File: src/rtl/ps2_direction_decoder.sv
// rtl/ps2_direction_decoder.sv - PS/2 keyboard frame receiver and arrow/WASD direction decoder
// Holds the last pressed direction as a one-hot code for the game datapath.
module ps2_direction_decoder #(
  parameter int TIMEOUT_CYCLES = 10000
) (
  input  logic       clk,
  input  logic       reset,
  input  logic       ps2_clk,
  input  logic       ps2_dat,
  output logic [4:0] direction,
  output logic       dir_valid,
  output logic       frame_err
);

  localparam int TW = (TIMEOUT_CYCLES > 2) ? $clog2(TIMEOUT_CYCLES) : 1;
  localparam logic [TW-1:0] T_LAST = TW'(TIMEOUT_CYCLES - 1);

  typedef enum logic [1:0] {IDLE, DATA, PARITY, STOP} state_t;

  logic          clk_m, clk_s, clk_d;
  logic          dat_m, dat_s;
  logic          fall;
  state_t        state;
  logic [7:0]    shreg;
  logic [2:0]    bit_cnt;
  logic          parity_ok;
  logic          ext, brk;
  logic [TW-1:0] tcnt;
  logic [4:0]    lut;

  // Synchronizer flops idle high so reset never fabricates a falling edge.
  always_ff @(posedge clk) begin
    if (reset) begin
      clk_m <= 1'b1;
      clk_s <= 1'b1;
      clk_d <= 1'b1;
      dat_m <= 1'b1;
      dat_s <= 1'b1;
    end else begin
      clk_m <= ps2_clk;
      clk_s <= clk_m;
      clk_d <= clk_s;
      dat_m <= ps2_dat;
      dat_s <= dat_m;
    end
  end

  assign fall = clk_d & ~clk_s;

  always_comb begin
    lut = 5'b00000;
    if (ext) begin
      case (shreg)
        8'h75:   lut = 5'b00010;
        8'h6B:   lut = 5'b00100;
        8'h72:   lut = 5'b01000;
        8'h74:   lut = 5'b10000;
        default: lut = 5'b00000;
      endcase
    end else begin
      case (shreg)
        8'h1D:   lut = 5'b00010;
        8'h1C:   lut = 5'b00100;
        8'h1B:   lut = 5'b01000;
        8'h23:   lut = 5'b10000;
        default: lut = 5'b00000;
      endcase
    end
  end

  always_ff @(posedge clk) begin
    if (reset) begin
      state     <= IDLE;
      shreg     <= 8'h00;
      bit_cnt   <= 3'd0;
      parity_ok <= 1'b0;
      ext       <= 1'b0;
      brk       <= 1'b0;
      tcnt      <= '0;
      direction <= 5'b00000;
      dir_valid <= 1'b0;
      frame_err <= 1'b0;
    end else begin
      dir_valid <= 1'b0;
      frame_err <= 1'b0;

      if (state == IDLE || fall) begin
        tcnt <= '0;
      end else if (tcnt != T_LAST) begin
        tcnt <= tcnt + TW'(1);
      end

      // A falling edge always beats a coincident timeout.
      if (fall) begin
        case (state)
          IDLE: begin
            if (!dat_s) begin
              state   <= DATA;
              bit_cnt <= 3'd0;
            end
          end
          DATA: begin
            shreg   <= {dat_s, shreg[7:1]};
            bit_cnt <= bit_cnt + 3'd1;
            if (bit_cnt == 3'd7) state <= PARITY;
          end
          PARITY: begin
            parity_ok <= ^{shreg, dat_s};
            state     <= STOP;
          end
          STOP: begin
            state <= IDLE;
            if (dat_s && parity_ok) begin
              if (shreg == 8'hE0) begin
                ext <= 1'b1;
              end else if (shreg == 8'hF0) begin
                brk <= 1'b1;
              end else begin
                ext <= 1'b0;
                brk <= 1'b0;
                if (!brk && lut != 5'b00000) begin
                  direction <= lut;
                  dir_valid <= 1'b1;
                end
              end
            end else begin
              frame_err <= 1'b1;
            end
          end
          default: state <= IDLE;
        endcase
      end else if (state != IDLE && tcnt == T_LAST) begin
        state     <= IDLE;
        frame_err <= 1'b1;
      end
    end
  end

endmodule

File: config.mk
export PLATFORM = sky130hd
export DESIGN_NAME = ps2_direction_decoder
export DESIGN_NICKNAME = d
export VERILOG_FILES = /design/src/rtl/ps2_direction_decoder.sv
export SDC_FILE = /design/constraint.sdc
export NUM_CORES = 1
export LEC_CHECK = 0
export ABC_AREA = 1
export ABC_CLOCK_PERIOD_IN_PS = 2000
export CAP_MARGIN = 5
export CORE_MARGIN = 2
export CORE_UTILIZATION = 27
export DETAILED_ROUTE_END_ITERATION = 12
export SETUP_SLACK_MARGIN = 0.02
export SLEW_MARGIN = 20
export SYNTH_ARGS = -nofsm -noshare
export SYNTH_HDL_FRONTEND = slang
export SYNTH_SLANG_ARGS = --single-unit
export TNS_END_PERCENT = 100
File: constraint.sdc
create_clock -name clk -period 2 [get_ports clk]
set_input_delay 0.2 -clock clk [delete_from_list [all_inputs] [get_ports clk]]
set_output_delay 0.2 -clock clk [all_outputs]
set_load 0.05 [all_outputs]
==> report_table.html <==
<table>
<tr><th>Metric</th><th>Value</th></tr>
<tr><th colspan="2">Run status</th></tr>
<tr><td>Outcome</td><td>finished clean</td></tr>
<tr><th colspan="2">GRT</th></tr>
<tr><td>Vias in the first global route</td><td>1,714</td></tr>
<tr><td>Global routing usage summed across all routing layers</td><td>0.106</td></tr>
<tr><td>Wire length of the first global-routing pass</td><td>7.62 mm</td></tr>
<tr><td>Number of antenna violations at the first check in global routing</td><td>0</td></tr>
<tr><td>Overall overflow remaining after global route</td><td>0</td></tr>
<tr><td>Largest net degree at the start of global routing</td><td>19</td></tr>
<tr><th colspan="2">Worst setup path</th></tr>
<tr><td>Crit. End Element</td><td>output pin</td></tr>
<tr><td>Cells traversed along the worst timing path</td><td>clkdlybuf4s50_1</td></tr>
<tr><td>Endpoint of the most critical register-to-register path</td><td>state[0]</td></tr>
<tr><td>Critical Path Slowest Stage Cell</td><td>sky130_fd_sc_hd__clkdlybuf4s50_1</td></tr>
<tr><td>Family with the most delay on the worst path</td><td>buffers and inverters</td></tr>
<tr><td>Worst R2R Path Depth</td><td>8</td></tr>
<tr><td>Critical path depth</td><td>1</td></tr>
<tr><td>Critical path class</td><td>reg -&gt; out</td></tr>
<tr><td>Critical R2R Launch</td><td>tcnt[0]</td></tr>
<tr><td>Total buffers and inverters traversed by the critical path</td><td>1</td></tr>
<tr><td>Setup crit start</td><td>direction[1]</td></tr>
<tr><td>Worst EP required</td><td>1.80 ns</td></tr>
<tr><td>Register-to-Register Setup Slack</td><td>0.46 ns</td></tr>
<tr><td>Data arrival time of the worst path</td><td>1.46 ns</td></tr>
<tr><td>Critical path's largest stage delay</td><td>0.81 ns</td></tr>
<tr><td>Maximum fanout count along the critical path</td><td>2</td></tr>
<tr><td>Type of origin of the critical path</td><td>flip-flop</td></tr>
<tr><th colspan="2">Timing</th></tr>
<tr><td>Least-Margin Pin Slew</td><td>0.504 ns</td></tr>
<tr><td>Unrepaired setup endpoints after global routing</td><td>no</td></tr>
<tr><td>Slew margin rel.</td><td>0.663</td></tr>
<tr><td>Final hold violations</td><td>0</td></tr>
<tr><td>Portion of the clock cycle consumed by the worst path in the final layout</td><td>0.831</td></tr>
<tr><td>Largest clock skew in the final design</td><td>0.00528 ns</td></tr>
<tr><td>Fmax</td><td>602 MHz</td></tr>
<tr><td>Total Neg Setup Slack</td><td>0 ns</td></tr>
<tr><td>Final-report max-slew violation count</td><td>0</td></tr>
<tr><td>Final setup violation count</td><td>0</td></tr>
<tr><td>Min Tclk post-route</td><td>1.66 ns</td></tr>
<tr><td>Least setup slack across all paths after layout</td><td>0.338 ns</td></tr>
<tr><td>Fin Hold WS</td><td>0.413 ns</td></tr>
<tr><th colspan="2">Placed design</th></tr>
<tr><td>Placement Setup Slack</td><td>0.324 ns</td></tr>
<tr><td>Port Buf Inserts</td><td>9</td></tr>
<tr><td>HPWL reported at the end of detailed placement</td><td>3.06 mm</td></tr>
<tr><td>GP Congestion</td><td>0.835</td></tr>
<tr><th colspan="2">Logic synthesis</th></tr>
<tr><td>Cell count after synthesis</td><td>294</td></tr>
<tr><td>Count of distinct cell types in the synthesized netlist</td><td>35</td></tr>
<tr><td>Part of the Yosys area used for sequential elements</td><td>0.370</td></tr>
<tr><td>Number of flops mapped to enable cells by yosys</td><td>0</td></tr>
<tr><td>Count of warnings emitted by yosys</td><td>0</td></tr>
<tr><td>Mean instance size in the synthesized netlist</td><td>7.54 µm²</td></tr>
<tr><td>Post-synthesis cell area</td><td>2220 µm²</td></tr>
<tr><td>Cell taking the most area after synthesis</td><td>sky130_fd_sc_hd__dfxtp_1</td></tr>
<tr><td>Largest cells by area after synthesis</td><td>sky130_fd_sc_hd__dfxtp_1 37%, sky130_fd_sc_hd__nand2_1 10%, sky130_fd_sc_hd__a21oi_1 6.5%, sky130_fd_sc_hd__nor2_1 4.7%, sky130_fd_sc_hd__ha_1 4.0%</td></tr>
<tr><td>Area fraction of the dominant cell type after synthesis</td><td>0.370</td></tr>
<tr><td>FF+latch count, synth</td><td>41</td></tr>
<tr><td>Primary FF master, synth</td><td>sky130_fd_sc_hd__dfxtp_1</td></tr>
<tr><td>Net count of the mapped netlist</td><td>305</td></tr>
<tr><td>Asr flop ratio synth</td><td>0</td></tr>
<tr><th colspan="2">Floorplanning</th></tr>
<tr><td>Die Height</td><td>94.6 µm</td></tr>
<tr><td>Ports</td><td>11</td></tr>
<tr><td>Number of rows in the core area</td><td>33</td></tr>
<tr><td>Area of the core</td><td>8090 µm²</td></tr>
<tr><td>Die X</td><td>94.6 µm</td></tr>
<tr><td>Initial Utilization</td><td>0.274</td></tr>
<tr><td>Full die area</td><td>8950 µm²</td></tr>
<tr><th colspan="2">Clocking</th></tr>
<tr><td>Clock Sink Count</td><td>41</td></tr>
<tr><td>Number of hold buffers added after CTS</td><td>0</td></tr>
<tr><td>Insertion delay to the later sink of the worst-skew pair</td><td>0.30 ns</td></tr>
<tr><td>Clock transition at the registers of the reported paths</td><td>0.09 ns</td></tr>
<tr><td>PostCTS Resize Cnt</td><td>0</td></tr>
<tr><td>CTS tree</td><td>done</td></tr>
<tr><td>Post-CTS setup buffers</td><td>0</td></tr>
<tr><td>Number of buffers created by CTS</td><td>5</td></tr>
<tr><td>Root Buffer Master</td><td>sky130_fd_sc_hd__clkbuf_8</td></tr>
<tr><td>H-tree depth reported by CTS</td><td>2</td></tr>
<tr><td>Clk buf depth</td><td>2</td></tr>
<tr><th colspan="2">Finish</th></tr>
<tr><td>Area taken by multi-input logic gates</td><td>1250 µm²</td></tr>
<tr><td>Fillers</td><td>874</td></tr>
<tr><td>Final antenna diode count</td><td>0</td></tr>
<tr><td>Share of layout cells above drive strength 1</td><td>0.199</td></tr>
<tr><td>Sequential Area</td><td>821 µm²</td></tr>
<tr><td>Commonest non-fill, non-tap cells in the layout</td><td>62 x sky130_fd_sc_hd__nand2_1, 41 x sky130_fd_sc_hd__dfxtp_1, 29 x sky130_fd_sc_hd__a21oi_1</td></tr>
<tr><td>Most common cell after layout, fill and taps aside</td><td>sky130_fd_sc_hd__nand2_1</td></tr>
<tr><td>Total number of nets in the final design</td><td>317</td></tr>
<tr><td>Area growth from synthesis to layout</td><td>14.7%</td></tr>
<tr><th colspan="2">Route</th></tr>
<tr><td>Vias post-DR</td><td>1,803</td></tr>
<tr><td>WL/cell</td><td>10.0 µm</td></tr>
<tr><td>DRC violation count after routing</td><td>0</td></tr>
<tr><td>Number of DRC violations after detailed-routing iteration 0</td><td>39</td></tr>
<tr><td>Vias per inst</td><td>4.38</td></tr>
<tr><td>Antenna violation net count after detailed routing</td><td>0</td></tr>
<tr><td>First-pass iteration count of the detailed router</td><td>4</td></tr>
<tr><td>Final Routed Wirelength</td><td>4.14 mm</td></tr>
<tr><th colspan="2">Min path</th></tr>
<tr><td>Worst min-delay path endpoint</td><td>dat_s</td></tr>
<tr><td>Worst min path class</td><td>reg -&gt; reg</td></tr>
<tr><td>Number of cells on the worst hold path</td><td>1</td></tr>
<tr><td>HP Start</td><td>dat_m</td></tr>
<tr><th colspan="2">Power and ir drop</th></tr>
<tr><td>Cell-internal power</td><td>1.35 mW</td></tr>
<tr><td>Maximum vdd drop</td><td>296 µV</td></tr>
<tr><td>Combinational share of power</td><td>0.049</td></tr>
<tr><td>Power density normalized to cell area</td><td>677 nW/µm²</td></tr>
<tr><td>Net load switching power</td><td>0.370 mW</td></tr>
<tr><td>Switching part of the total</td><td>0.215</td></tr>
<tr><td>Static Leak</td><td>0.935 nW</td></tr>
<tr><td>Share of power burned in the clock network</td><td>0.467</td></tr>
<tr><td>Sequential share of power</td><td>0.485</td></tr>
<tr><th colspan="2">Flow run</th></tr>
<tr><td>Number of violations of the max-capacitance limit</td><td>0</td></tr>
</table>
## state kept, by name, summed over array words and instances, names as in the netlist, 2 cells and up
name       flops
bit_cnt        3
state          2
tcnt          14
direction      4
shreg          8
## layout make-up
type,instances,share of cell area
Clock inverter,3,0.0256
Multi-Input combinational cell,219,0.492
Sequential cell,41,0.323
Tap cell,105,0.0516
Timing Repair Buffer,10,0.0384
Clock buffer,5,0.0271
Inverter,29,0.0428
## cell families (layout without fill, tap and decap cells)
group,after synthesis,count (layout),synth area share
other,1,1,0.00169
adders and majority gates,7,7,0.0395
and+or+nand+nor,155,155,0.381
xor gates and xnor gates,5,5,0.0198
buffers and inverters,34,47,0.0655
DFF,41,41,0.370
AOI/OAI and AO/OA,51,51,0.122
## Yosys cell counts, types with 5 or more instances
cell type,number
sky130_fd_sc_hd__nor2_4,7
sky130_fd_sc_hd__nand3_1,12
sky130_fd_sc_hd__ha_1,7
sky130_fd_sc_hd__inv_1,21
sky130_fd_sc_hd__nand4_1,5
sky130_fd_sc_hd__nand2_1,62
sky130_fd_sc_hd__or2_2,5
sky130_fd_sc_hd__nand2_2,14
sky130_fd_sc_hd__a21oi_1,29
sky130_fd_sc_hd__inv_2,8
sky130_fd_sc_hd__dfxtp_1,41
sky130_fd_sc_hd__nor2_1,28
sky130_fd_sc_hd__o21ai_0,15
## metrics by stage
step	util	power, mW	std cells	instance area, µm²
floorplan	-	0.920	294	2220
global placement	0.298	0.937	404	2410
detailed placement	0.298	0.939	404	2410
CTS	0.314	1.75	412	2540
global route	0.314	1.79	412	2540
finish	0.314	1.72	412	2540
## power by group through the flow
stage	Clock, mW	Sequential, mW	Combinational (mW)
final	0.804	0.835	0.0837
after global routing	0.851	0.837	0.0989
after CTS	0.827	0.835	0.0843
after detailed placement	0	0.855	0.0841
after global placement	0	0.855	0.0827
after floorplan	0	0.854	0.0667
## how the worst max path moves through the flow
| stage | end | slack (ns) |
|---|---|---|
| 4_1_cts | direction[1] | 0.32 |
| 6_report | direction[1] | 0.34 |
| 5_1_grt | state[0] | 0.25 |
| 2_1_floorplan | tcnt[0] | 0.59 |
| 3_5_place_dp | shreg[5] | 0.32 |
| 3_3_place_gp | tcnt[0] | 0.39 |
## per-layer routing
metal	up-vias	global-route usage	part of all wire
li1	975	-	-
met1	807	0.144	0.53
met2	15	0.161	0.43
met3	6	0.0231	0.024
met4	0	0.0435	0.019
met5	-	0	0
Power figures use the tool's default switching activity.
